===== src/rtl/uart_pkg.sv =====
// Shared UART definitions: transmitter state encoding and baud timing helper.
package uart_pkg;

    typedef enum logic [1:0] {
        IDLE  = 2'd0,
        START = 2'd1,
        DATA  = 2'd2,
        STOP  = 2'd3
    } uart_tx_state_t;

    // Integer clock cycles per line bit; RX and TX must agree on this value.
    function automatic int cycles_per_bit(input int clock_freq, input int baud_rate);
        return clock_freq / baud_rate;
    endfunction

endpackage


===== src/rtl/evt_counter.sv =====
// Wrapping event counter: advances on evt_in, returns to zero after MAX_COUNT-1.
module evt_counter #(
    parameter int MAX_COUNT = 4,
    parameter int WIDTH     = (MAX_COUNT > 1) ? $clog2(MAX_COUNT) : 1
) (
    input  logic             clk_in,
    input  logic             rst_in,
    input  logic             evt_in,
    output logic [WIDTH-1:0] count_out
);

    always_ff @(posedge clk_in) begin
        if (rst_in) begin
            count_out <= '0;
        end else if (evt_in) begin
            if (count_out == WIDTH'(MAX_COUNT - 1))
                count_out <= '0;
            else
                count_out <= count_out + 1'b1;
        end
    end

endmodule


===== src/rtl/uart_byte_streamer.sv =====
// 8N1 UART transmitter that pulls bytes from an upstream repeater and flags
// the final stop bit of every BYTES_PER_NUM-byte number.
module uart_byte_streamer
    import uart_pkg::*;
#(
    parameter int CLOCK_FREQ  = 100_000_000,
    parameter int BAUD_RATE   = 115200,
    parameter int BITS_IN_NUM = 4096
) (
    input  logic       clk_in,
    input  logic       rst_in,
    input  logic [7:0] data_in,
    input  logic       valid_in,
    output logic       request_next_byte_out,
    output logic       tx_out,
    output logic       busy_out,
    output logic       num_done_out
);

    localparam int CYCLES_PER_BIT = cycles_per_bit(CLOCK_FREQ, BAUD_RATE);
    localparam int BYTES_PER_NUM  = BITS_IN_NUM / 8;
    localparam int BAUD_W         = (CYCLES_PER_BIT > 1) ? $clog2(CYCLES_PER_BIT) : 1;
    localparam int BYTE_W         = (BYTES_PER_NUM > 1) ? $clog2(BYTES_PER_NUM) : 1;

    uart_tx_state_t    state;
    logic [7:0]        shift_reg;
    logic [2:0]        bit_idx;
    logic              tx_reg;
    logic [BAUD_W-1:0] baud_cnt;
    logic [BYTE_W-1:0] byte_cnt;
    logic              accept;
    logic              baud_last;
    logic              stop_last;

    assign accept    = !rst_in && (state == IDLE) && valid_in;
    assign baud_last = (baud_cnt == BAUD_W'(CYCLES_PER_BIT - 1));
    assign stop_last = (state == STOP) && baud_last;

    // Restarting on acceptance aligns every bit period to the frame start.
    evt_counter #(
        .MAX_COUNT(CYCLES_PER_BIT),
        .WIDTH    (BAUD_W)
    ) u_baud_cnt (
        .clk_in   (clk_in),
        .rst_in   (rst_in || accept),
        .evt_in   (state != IDLE),
        .count_out(baud_cnt)
    );

    evt_counter #(
        .MAX_COUNT(BYTES_PER_NUM),
        .WIDTH    (BYTE_W)
    ) u_byte_cnt (
        .clk_in   (clk_in),
        .rst_in   (rst_in),
        .evt_in   (stop_last),
        .count_out(byte_cnt)
    );

    always_ff @(posedge clk_in) begin
        if (rst_in) begin
            state   <= IDLE;
            bit_idx <= '0;
            tx_reg  <= 1'b1;
        end else begin
            case (state)
                IDLE: begin
                    if (valid_in) begin
                        state   <= START;
                        bit_idx <= '0;
                        tx_reg  <= 1'b0;
                    end
                end
                START: begin
                    if (baud_last) begin
                        state  <= DATA;
                        tx_reg <= shift_reg[0];
                    end
                end
                DATA: begin
                    if (baud_last) begin
                        if (bit_idx == 3'd7) begin
                            state  <= STOP;
                            tx_reg <= 1'b1;
                        end else begin
                            bit_idx <= bit_idx + 3'd1;
                            tx_reg  <= shift_reg[1];
                        end
                    end
                end
                STOP: begin
                    if (baud_last)
                        state <= IDLE;
                end
                default: state <= IDLE;
            endcase
        end
    end

    // Payload only; its contents are irrelevant until the next acceptance.
    always_ff @(posedge clk_in) begin
        if (accept)
            shift_reg <= data_in;
        else if ((state == DATA) && baud_last)
            shift_reg <= {1'b0, shift_reg[7:1]};
    end

    assign request_next_byte_out = accept;
    assign tx_out                = tx_reg;
    assign busy_out              = (state != IDLE);
    assign num_done_out          = !rst_in && stop_last
                                   && (byte_cnt == BYTE_W'(BYTES_PER_NUM - 1));

endmodule

===== config.mk =====
export PLATFORM = sky130hd
export DESIGN_NAME = uart_byte_streamer
export DESIGN_NICKNAME = d
export VERILOG_FILES = /design/src/rtl/uart_pkg.sv /design/src/rtl/evt_counter.sv /design/src/rtl/uart_byte_streamer.sv
export SDC_FILE = /design/constraint.sdc
export NUM_CORES = 1
export LEC_CHECK = 0
export ABC_AREA = 1
export CORE_MARGIN = 2
export CORE_UTILIZATION = 28
export DETAILED_ROUTE_END_ITERATION = 6
export GPL_TIMING_DRIVEN = 0
export SLEW_MARGIN = 20
export SYNTH_ARGS = -nofsm -noshare
export SYNTH_HDL_FRONTEND = slang
export SYNTH_SLANG_ARGS = --single-unit

===== constraint.sdc =====
create_clock -name clk_in -period 2.7 [get_ports clk_in]
set_input_delay 0.54 -clock clk_in [delete_from_list [all_inputs] [get_ports clk_in]]
set_output_delay 0.54 -clock clk_in [all_outputs]
set_load 0.01 [all_outputs]

After elaboration in Yosys (flattened, before gate mapping)
Index checks and enable logic that the tools add are counted.
{"block": "totals", "reg_bits": 33, "inputBits": 11, "output_inout_bits": 4}
{"block": "classes", "eq_ne": 12, "reduce_logical": 16, "n_addsub": 3, "n_mux": 19}
{"op": "8-bit two-way mux", "count": 2}
{"op": "2-bit != test (second input constant)", "count": 6}
{"op": "10-bit by 1-bit adder with 10-bit output (second input constant)", "count": 1}
{"op": "10-bit == test (second input constant)", "count": 1}
{"op": "10-bit two-way mux", "count": 1}
{"op": "2-bit two-way mux", "count": 5}
{"op": "9-bit by 1-bit adder with 9-bit output (second input constant)", "count": 1}
{"op": "9-bit == test (second input constant)", "count": 1}
{"op": "3-bit two-way mux", "count": 3}
{"op": "9-bit two-way mux", "count": 1}
{"op": "2-bit one-hot mux with 4 select lines", "count": 1}
{"op": "4-bit AND reduction", "count": 2}
{"op": "1-bit logical AND", "count": 6}
{"op": "3-bit one-hot mux with 2 select lines", "count": 1}
{"op": "2-bit nonzero test", "count": 3}
{"op": "5-bit AND reduction", "count": 1}
{"op": "2-bit == test (second input constant)", "count": 2}
{"op": "1-bit two-way mux", "count": 4}
{"op": "3-bit by 1-bit adder with 3-bit output (second input constant)", "count": 1}
{"op": "3-bit == test (second input constant)", "count": 1}
{"op": "1-bit one-hot mux with 3 select lines", "count": 1}
{"op": "3-bit nonzero test", "count": 1}
{"op": "2-bit by 1-bit == test with 1-bit output (second input constant)", "count": 1}
{"op": "2-bit logical NOT", "count": 1}
{"op": "2 further kinds", "count": 2}

Longest topological paths before layout
Gate-level depths: netlist of run 1.
{"block": "depth", "word_depth": 4, "mapped_depth": 10, "depth_no_buf": 10}

Cells and area by module
Synthesis of run 1 repeated with hierarchy kept, for this count alone.
{"block": "hier_totals", "cells_unflattened": 253, "area_unflattened_um2": 1896.8}
{"mod": "uart_byte_streamer", "area_each_um2": 907.1, "n_inst": 1, "cells_per_inst": 118}
{"mod": "evt_counter (u_baud_cnt)", "area_each_um2": 519.2, "n_inst": 1, "cells_per_inst": 70}
{"mod": "evt_counter (u_byte_cnt)", "area_each_um2": 470.5, "n_inst": 1, "cells_per_inst": 65}

Least setup slack after synthesis of run 1
No wires, ideal clock.
{"block": "synth_timing", "path_type": "reg-to-output", "start": "register u_byte_cnt.count_out[0]", "end": "output num_done_out", "path_stages_with_launch": 8, "n_path_buf": 0, "required_time_ns": 2.160, "path_slack_ns": 0.646, "arrival_time_ns": 1.514, "path_cell_list": "dfxtp_1 ha_1 nand2_1 nor3b_1 and3_1 ha_1 inv_1 nor3_1"}
{"block": "synth_via", "elab_chain_len": 2}
{"element": "from (decl)", "line": "evt_counter.sv:9", "rtl": "output logic [WIDTH-1:0] count_out"}
{"element": "from (signal assigned)", "line": "evt_counter.sv:19", "rtl": "count_out <= count_out + 1'b1;"}
{"element": "9-bit == test", "line": "uart_byte_streamer.sv:112", "rtl": "&& (byte_cnt == BYTE_W'(BYTES_PER_NUM - 1));"}
{"element": "1-bit logical AND", "line": "uart_byte_streamer.sv:112"}
{"element": "to (decl)", "line": "uart_byte_streamer.sv:17", "rtl": "output logic num_done_out"}
No other way between the ends.

Worst setup path after layout of run 1
{"block": "layout_timing", "start": "input rst_in", "end": "output request_next_byte_out"}
{"block": "layout_via", "elab_chain_len": 3}
{"element": "from (decl)", "line": "uart_byte_streamer.sv:11", "rtl": "input logic rst_in,"}
{"element": "1-bit logical NOT", "line": "uart_byte_streamer.sv:35", "rtl": "assign accept = !rst_in && (state == IDLE) && valid_in;"}
{"element": "1-bit logical AND (2 in a row)", "line": "uart_byte_streamer.sv:35"}
{"element": "to (decl)", "line": "uart_byte_streamer.sv:14", "rtl": "output logic request_next_byte_out,"}
No other way between the ends.

==> results of run 1 <==
-- cell usage in the layout (no fill, tap or decap) --
cell type	n
a211oi_1	1
a21o_1	1
a21oi_1	12
and2_1	1
and3_1	1
buf_2	1
buf_4	2
clkbuf_2	1
clkbuf_8	7
clkdlybuf4s50_1	13
clkinv_2	1
dfxtp_1	25
edfxtp_1	8
ha_1	10
inv_1	26
inv_2	5
nand2_1	58
nand2_2	2
nand2_4	1
nand3_1	10
nand3_2	1
nand4_1	2
nand4_4	1
nor2_1	32
nor2_2	6
nor2_4	2
nor3_1	8
nor3_4	1
nor3b_1	3
nor3b_2	1
o2111ai_1	1
o21ai_0	8
o21ai_1	2
o21ai_2	1
or2_0	1
or2_2	3
-- power by group --
group	switching, mW	internal, mW
Clock	0.187	0.231
Sequential	0.0396	0.583
Combinational	0.287	0.190
Total	0.514	1.00
-- cell type report --
type,count,area (um2)
fillers,628,3870
multi-input cells,170,912
flip-flops and latches,33,741
repair buffers,16,150
inverters,31,116
clock buffers,7,96.3
well taps,75,93.8
clock inverters,1,5.00
plain buffers,1,5.00
-- final timing paths --
path	endpoint	slack, ns	depth (start not counted)
worst max-delay path	request_next_byte_out	0.22	3
worst min-delay path	u_byte_cnt.count_out[1]	0.48	2
worst max register to register	shift_reg[3]	0.54	7
worst min register to register	u_byte_cnt.count_out[1]	0.48	2
-- kinds of logic (layout without fill, tap and decap cells) --
family | after synthesis | after routing | share of synthesized area [%]
DFF | 33 | 33 | 42.0
buffers and inverters | 32 | 56 | 6.88
and+or+nand+nor | 134 | 134 | 36.0
AOI/OAI and AO/OA | 26 | 26 | 8.09
adders and majority gates | 10 | 10 | 7.09
-- worst reg2reg max path: stages, from the launching register on --
cell and delay [ns]:
dfxtp_1 0.35, inv_1 0.12, ha_1 0.27, inv_2 0.14
nor3_4 0.21, buf_4 0.21, inv_2 0.10, o21ai_1 0.40
-- stage by stage --
step	hold WS, ns	std cells
after floorplan	0.448	235
after global placement	0.463	324
after detailed placement	0.460	324
after CTS	0.479	333
after global routing	0.510	334
final	0.477	334
-- layer usage --
layer / GRT usage (%) / vias to the layer above / share of wire (%)
met1: 12.9 / 634 / 50
met3: 2.39 / 6 / 2.5
met4: 3.58 / 0 / 1.4
met2: 17.4 / 14 / 46
li1: - / 796 / -
met5: 0 / - / 0
-- timing repair --
| item | 4_1_cts | 5_1_grt |
|---|---|---|
| hold buffers | 0 | 0 |
| setup buffers | 1 | 1 |
| gates resized for setup | 2 | 5 |
| endpoints found under the setup margin | 2 | 1 |
| pin swaps | 1 | 1 |
==> metrics.txt, run 1 <==
peak supply drop=0.408 mV; Place WS=-0.152 ns; Starting Density=29.4%; Peak Freq=0.403 GHz; top cell type by total area after synthesis=dfxtp_1; Synth async-reset ratio=0%; Crit. Startpoint=rst_in; crit end category=output pin; Max transition margin=51.7%; GPL Wtd Cong=0.757; CP max FO=6; Worst R2R Start=state[0]; first-pass GRT wire length=5980 um; vias in the first global route=1,411; Startpoint Class=input port; Die Span X=83.4 um; top cells by area, synth=dfxtp_1, edfxtp_1, nand2_1, ha_1, nor2_1; largest net degree at the start of global routing=11; critical path data arrival time=1.94 ns; Clock Tree Buf Depth=2; register area share after synthesis=42.0%; EDFF count, synth=8; CTS sink cnt=33; Critical-path top delay cell=clkdlybuf4s50_1; LEAKAGE=0.904 nW; type of the tightest min-delay check=flip-flop to flip-flop; synth unique cells=30; Design Power=1.52 mW; H-tree Lvls=2; Syn Nets=256; Tmin final=2.48 ns; NumNets Final=279; worst-path cell chain=clkdlybuf4s50_1 > nor3_4 > clkdlybuf4s50_1; Syn Inst Count=235; DP HPWL=2460 um; Top delay family on crit path=buffers and inverters; die span in y=83.4 um; WL per Instance=9.94 um; setup TNS=0 ns; Final WS setup=0.218 ns; vias per cell=4.34; CTS clock-pin slew for the worst setup and hold paths=0.07 ns; final core utilization=35.4%; I/O pin total=15; Antenna Nets Post-Route=0; TritonCTS clock tree=built; Slew @ Worst Pin=0.720 ns; MaxCap Viol Count=0; WP buf/inv=2; Inserted Clock Buffers=5; clk_lat worst skew=0.29 ns; Post-Syn Area=1760 um2; Setup Crit Path Kind=input port to output pin; drt pass-1 iters=4; area share of the largest cell type after synthesis=28.4%; num rows=28; fin. max-slew vios=0; grt total ovfl=0; initial antenna violation count=0; Routed WL=3320 um; clk_skew=0.00452 ns; Hold Vio Cnt, Final=0; Most used DFF post-synth=dfxtp_1; final period utilization=91.9%; Residual DRC=0; warnings from Yosys=0; most frequent cells after synthesis=nand2_1, nor2_1, inv_1, dfxtp_1, a21oi_1; HP Start=u_byte_cnt.count_out[1]; pwr dens=716 nW/um2; most frequent cell after synthesis=nand2_1; final setup fails=0; Core ar.=5990 um2; status=complete, no violations; IO buf count=14; RSZ-0062 raised after global routing=no; max reg flops=10; Post-DP Area=2000 um2; drt initial violations=29; syn_area_per_cell=7.51 um2; Root Driver=clkbuf_8; fraction of layout cells with a size suffix above 1=13.9%; diodes inserted=0; Overall Global Routing Usage=10.3%; Post-Layout Inst Area=2120 um2; Worst path most repeated cell=clkdlybuf4s50_1; post-synthesis register bit count=33; CP peak stage delay=0.60 ns; vias post-DR=1,450; DIE AREA=6950 um2; P&R area growth vs syn=20.1%; WP data required=2.16 ns
Note: power is estimated with default switching activity, not from simulation.
==> inputs of run 2 (changes only) <==
- CORE_MARGIN: 2 -> 1.5
==> run 2 against run 1 <==
Cell count shrank 0.30%. Largest power group unchanged. Sequential share of layout area increased by 0.29 points. First-iteration DRC count increased by 45%. Routed wire length rose by 1.8%. Register-to-register slack about the same. Utilization is 0.29 points lower. Sequential power about the same. Flip-flop and latch count stayed put. Clock skew is 0.0058 ns higher. Combinational power about the same. Via count is 4.0% higher.
==> metrics.txt, run 2 (synthesis results as in run 1) <==
status=complete, no violations; MaxCap Viol Count=0; Post-DP Area=2000 um2; H-tree Lvls=2; Setup Crit Path Kind=flip-flop to output pin; die span in y=82.4 um; max reg flops=10; Flop pwr share=42.0%; IO buf count=14; Die Span X=82.4 um; num rows=28; Residual DRC=0; CTS Hold Buffers Added=0; Clock Tree Buf Depth=2; Combinational Power Share=32.2%; fin. max-slew vios=0; switching portion of total power=33.8%; most frequent cells in the layout=nand2_1, nor2_1, inv_1; Hold Vio Cnt, Final=0; cell internal pwr=0.982 mW; Max transition margin=53.1%; Startpoint Class=flip-flop; crit end category=output pin; peak supply drop=0.446 mV; Overall Global Routing Usage=11.9%; DIE AREA=6790 um2; DP HPWL=2550 um; Design Power=1.48 mW; P&R area growth vs syn=19.1%; Peak Freq=0.400 GHz; Routed WL=3380 um; Antenna Nets Post-Route=0; Core ar.=5990 um2; Post-Layout Inst Area=2100 um2; TritonCTS clock tree=built; clk_skew=0.0103 ns; first-pass GRT wire length=6170 um; CP max FO=10; I/O pin total=15; drt pass-1 iters=4; clk_lat worst skew=0.29 ns; Inserted Clock Buffers=5; P_sw=0.502 mW; vias post-DR=1,508; grt total ovfl=0; type of the tightest min-delay check=flip-flop to flip-flop; critical path data arrival time=1.96 ns; final period utilization=92.6%; vias in the first global route=1,467; LEAKAGE=0.909 nW; Tmin final=2.50 ns; initial antenna violation count=0; Slew @ Worst Pin=0.699 ns; WP data required=2.16 ns; drt initial violations=42; Clock Power Share=25.8%; fraction of layout cells with a size suffix above 1=12.0%; final setup fails=0; WL per Instance=10.2 um; GPL Wtd Cong=0.762; Root Driver=clkbuf_8; largest net degree at the start of global routing=11; pwr dens=706 nW/um2; RSZ-0062 raised after global routing=no; commonest non-fill, non-tap cell in the layout=nand2_1; NumNets Final=278; diodes inserted=0; Starting Density=29.4%; CTS clock-pin slew for the worst setup and hold paths=0.06 ns; CTS sink cnt=33; vias per cell=4.53
## run 2: through the flow
step           setup TNS [ns]  worst slack, ns  instances  util (%)  hold slack, ns
2_1_floorplan               0            0.646        235         -           0.448
3_3_place_gp           -0.372           -0.150        324      33.4           0.464
3_5_place_dp           -0.349           -0.167        324      33.4           0.457
4_1_cts                     0           0.0745        333      35.0           0.479
5_1_grt                     0           0.0136        333      35.1           0.510
6_report                    0            0.201        333      35.1           0.470
## run 2: critical path: stages (launching register included)
cell	delay (ns)
dfxtp_1	0.35
inv_1	0.13
ha_1	0.28
inv_2	0.15
nor3_4	0.20
clkdlybuf4s50_1	0.57
## run 2: worst paths after layout
path / from / end / slack, ns / cells after the start
worst max-delay path: state[0] / request_next_byte_out / 0.20 / 5
worst min-delay path: tx_out / tx_out / 0.47 / 2
worst max register to register: state[0] / shift_reg[4] / 0.53 / 7
worst min register to register: tx_out / tx_out / 0.47 / 2
## run 2: metal layers
layer / routed length [um] / vias to the layer above / part of all wire, % / global-route usage [%]
li1: - / 799 / - / -
met1: 1630 / 684 / 48 / 13.8
met2: 1570 / 19 / 46 / 20.1
met3: 126 / 6 / 3.7 / 3.96
met4: 55 / 0 / 1.6 / 4.58
met5: 0 / - / 0 / 0
## run 2: power by group through the flow
stage,logic (mW),registers [mW],clock network [mW]
CTS,0.488,0.624,0.401
floorplan,0.349,0.626,0
finish,0.478,0.624,0.382
global placement,0.468,0.632,0
detailed placement,0.481,0.634,0
global route,0.565,0.631,0.422
## run 2: timing repair
| item | CTS | global route |
|---|---|---|
| buffers inserted | 1 | 0 |
| setup endpoints to repair | 2 | 1 |
| resized for setup | 2 | 3 |
| pin swaps | 1 | 1 |
## run 2: area by class of cell
type | count | area (um2)
inverters | 31 | 116
repair buffers | 15 | 143
fillers | 613 | 3890
well taps | 75 | 93.8
flip-flops and latches | 33 | 741
clock buffers | 8 | 90.1
multi-input cells | 170 | 913
plain buffers | 1 | 5.00
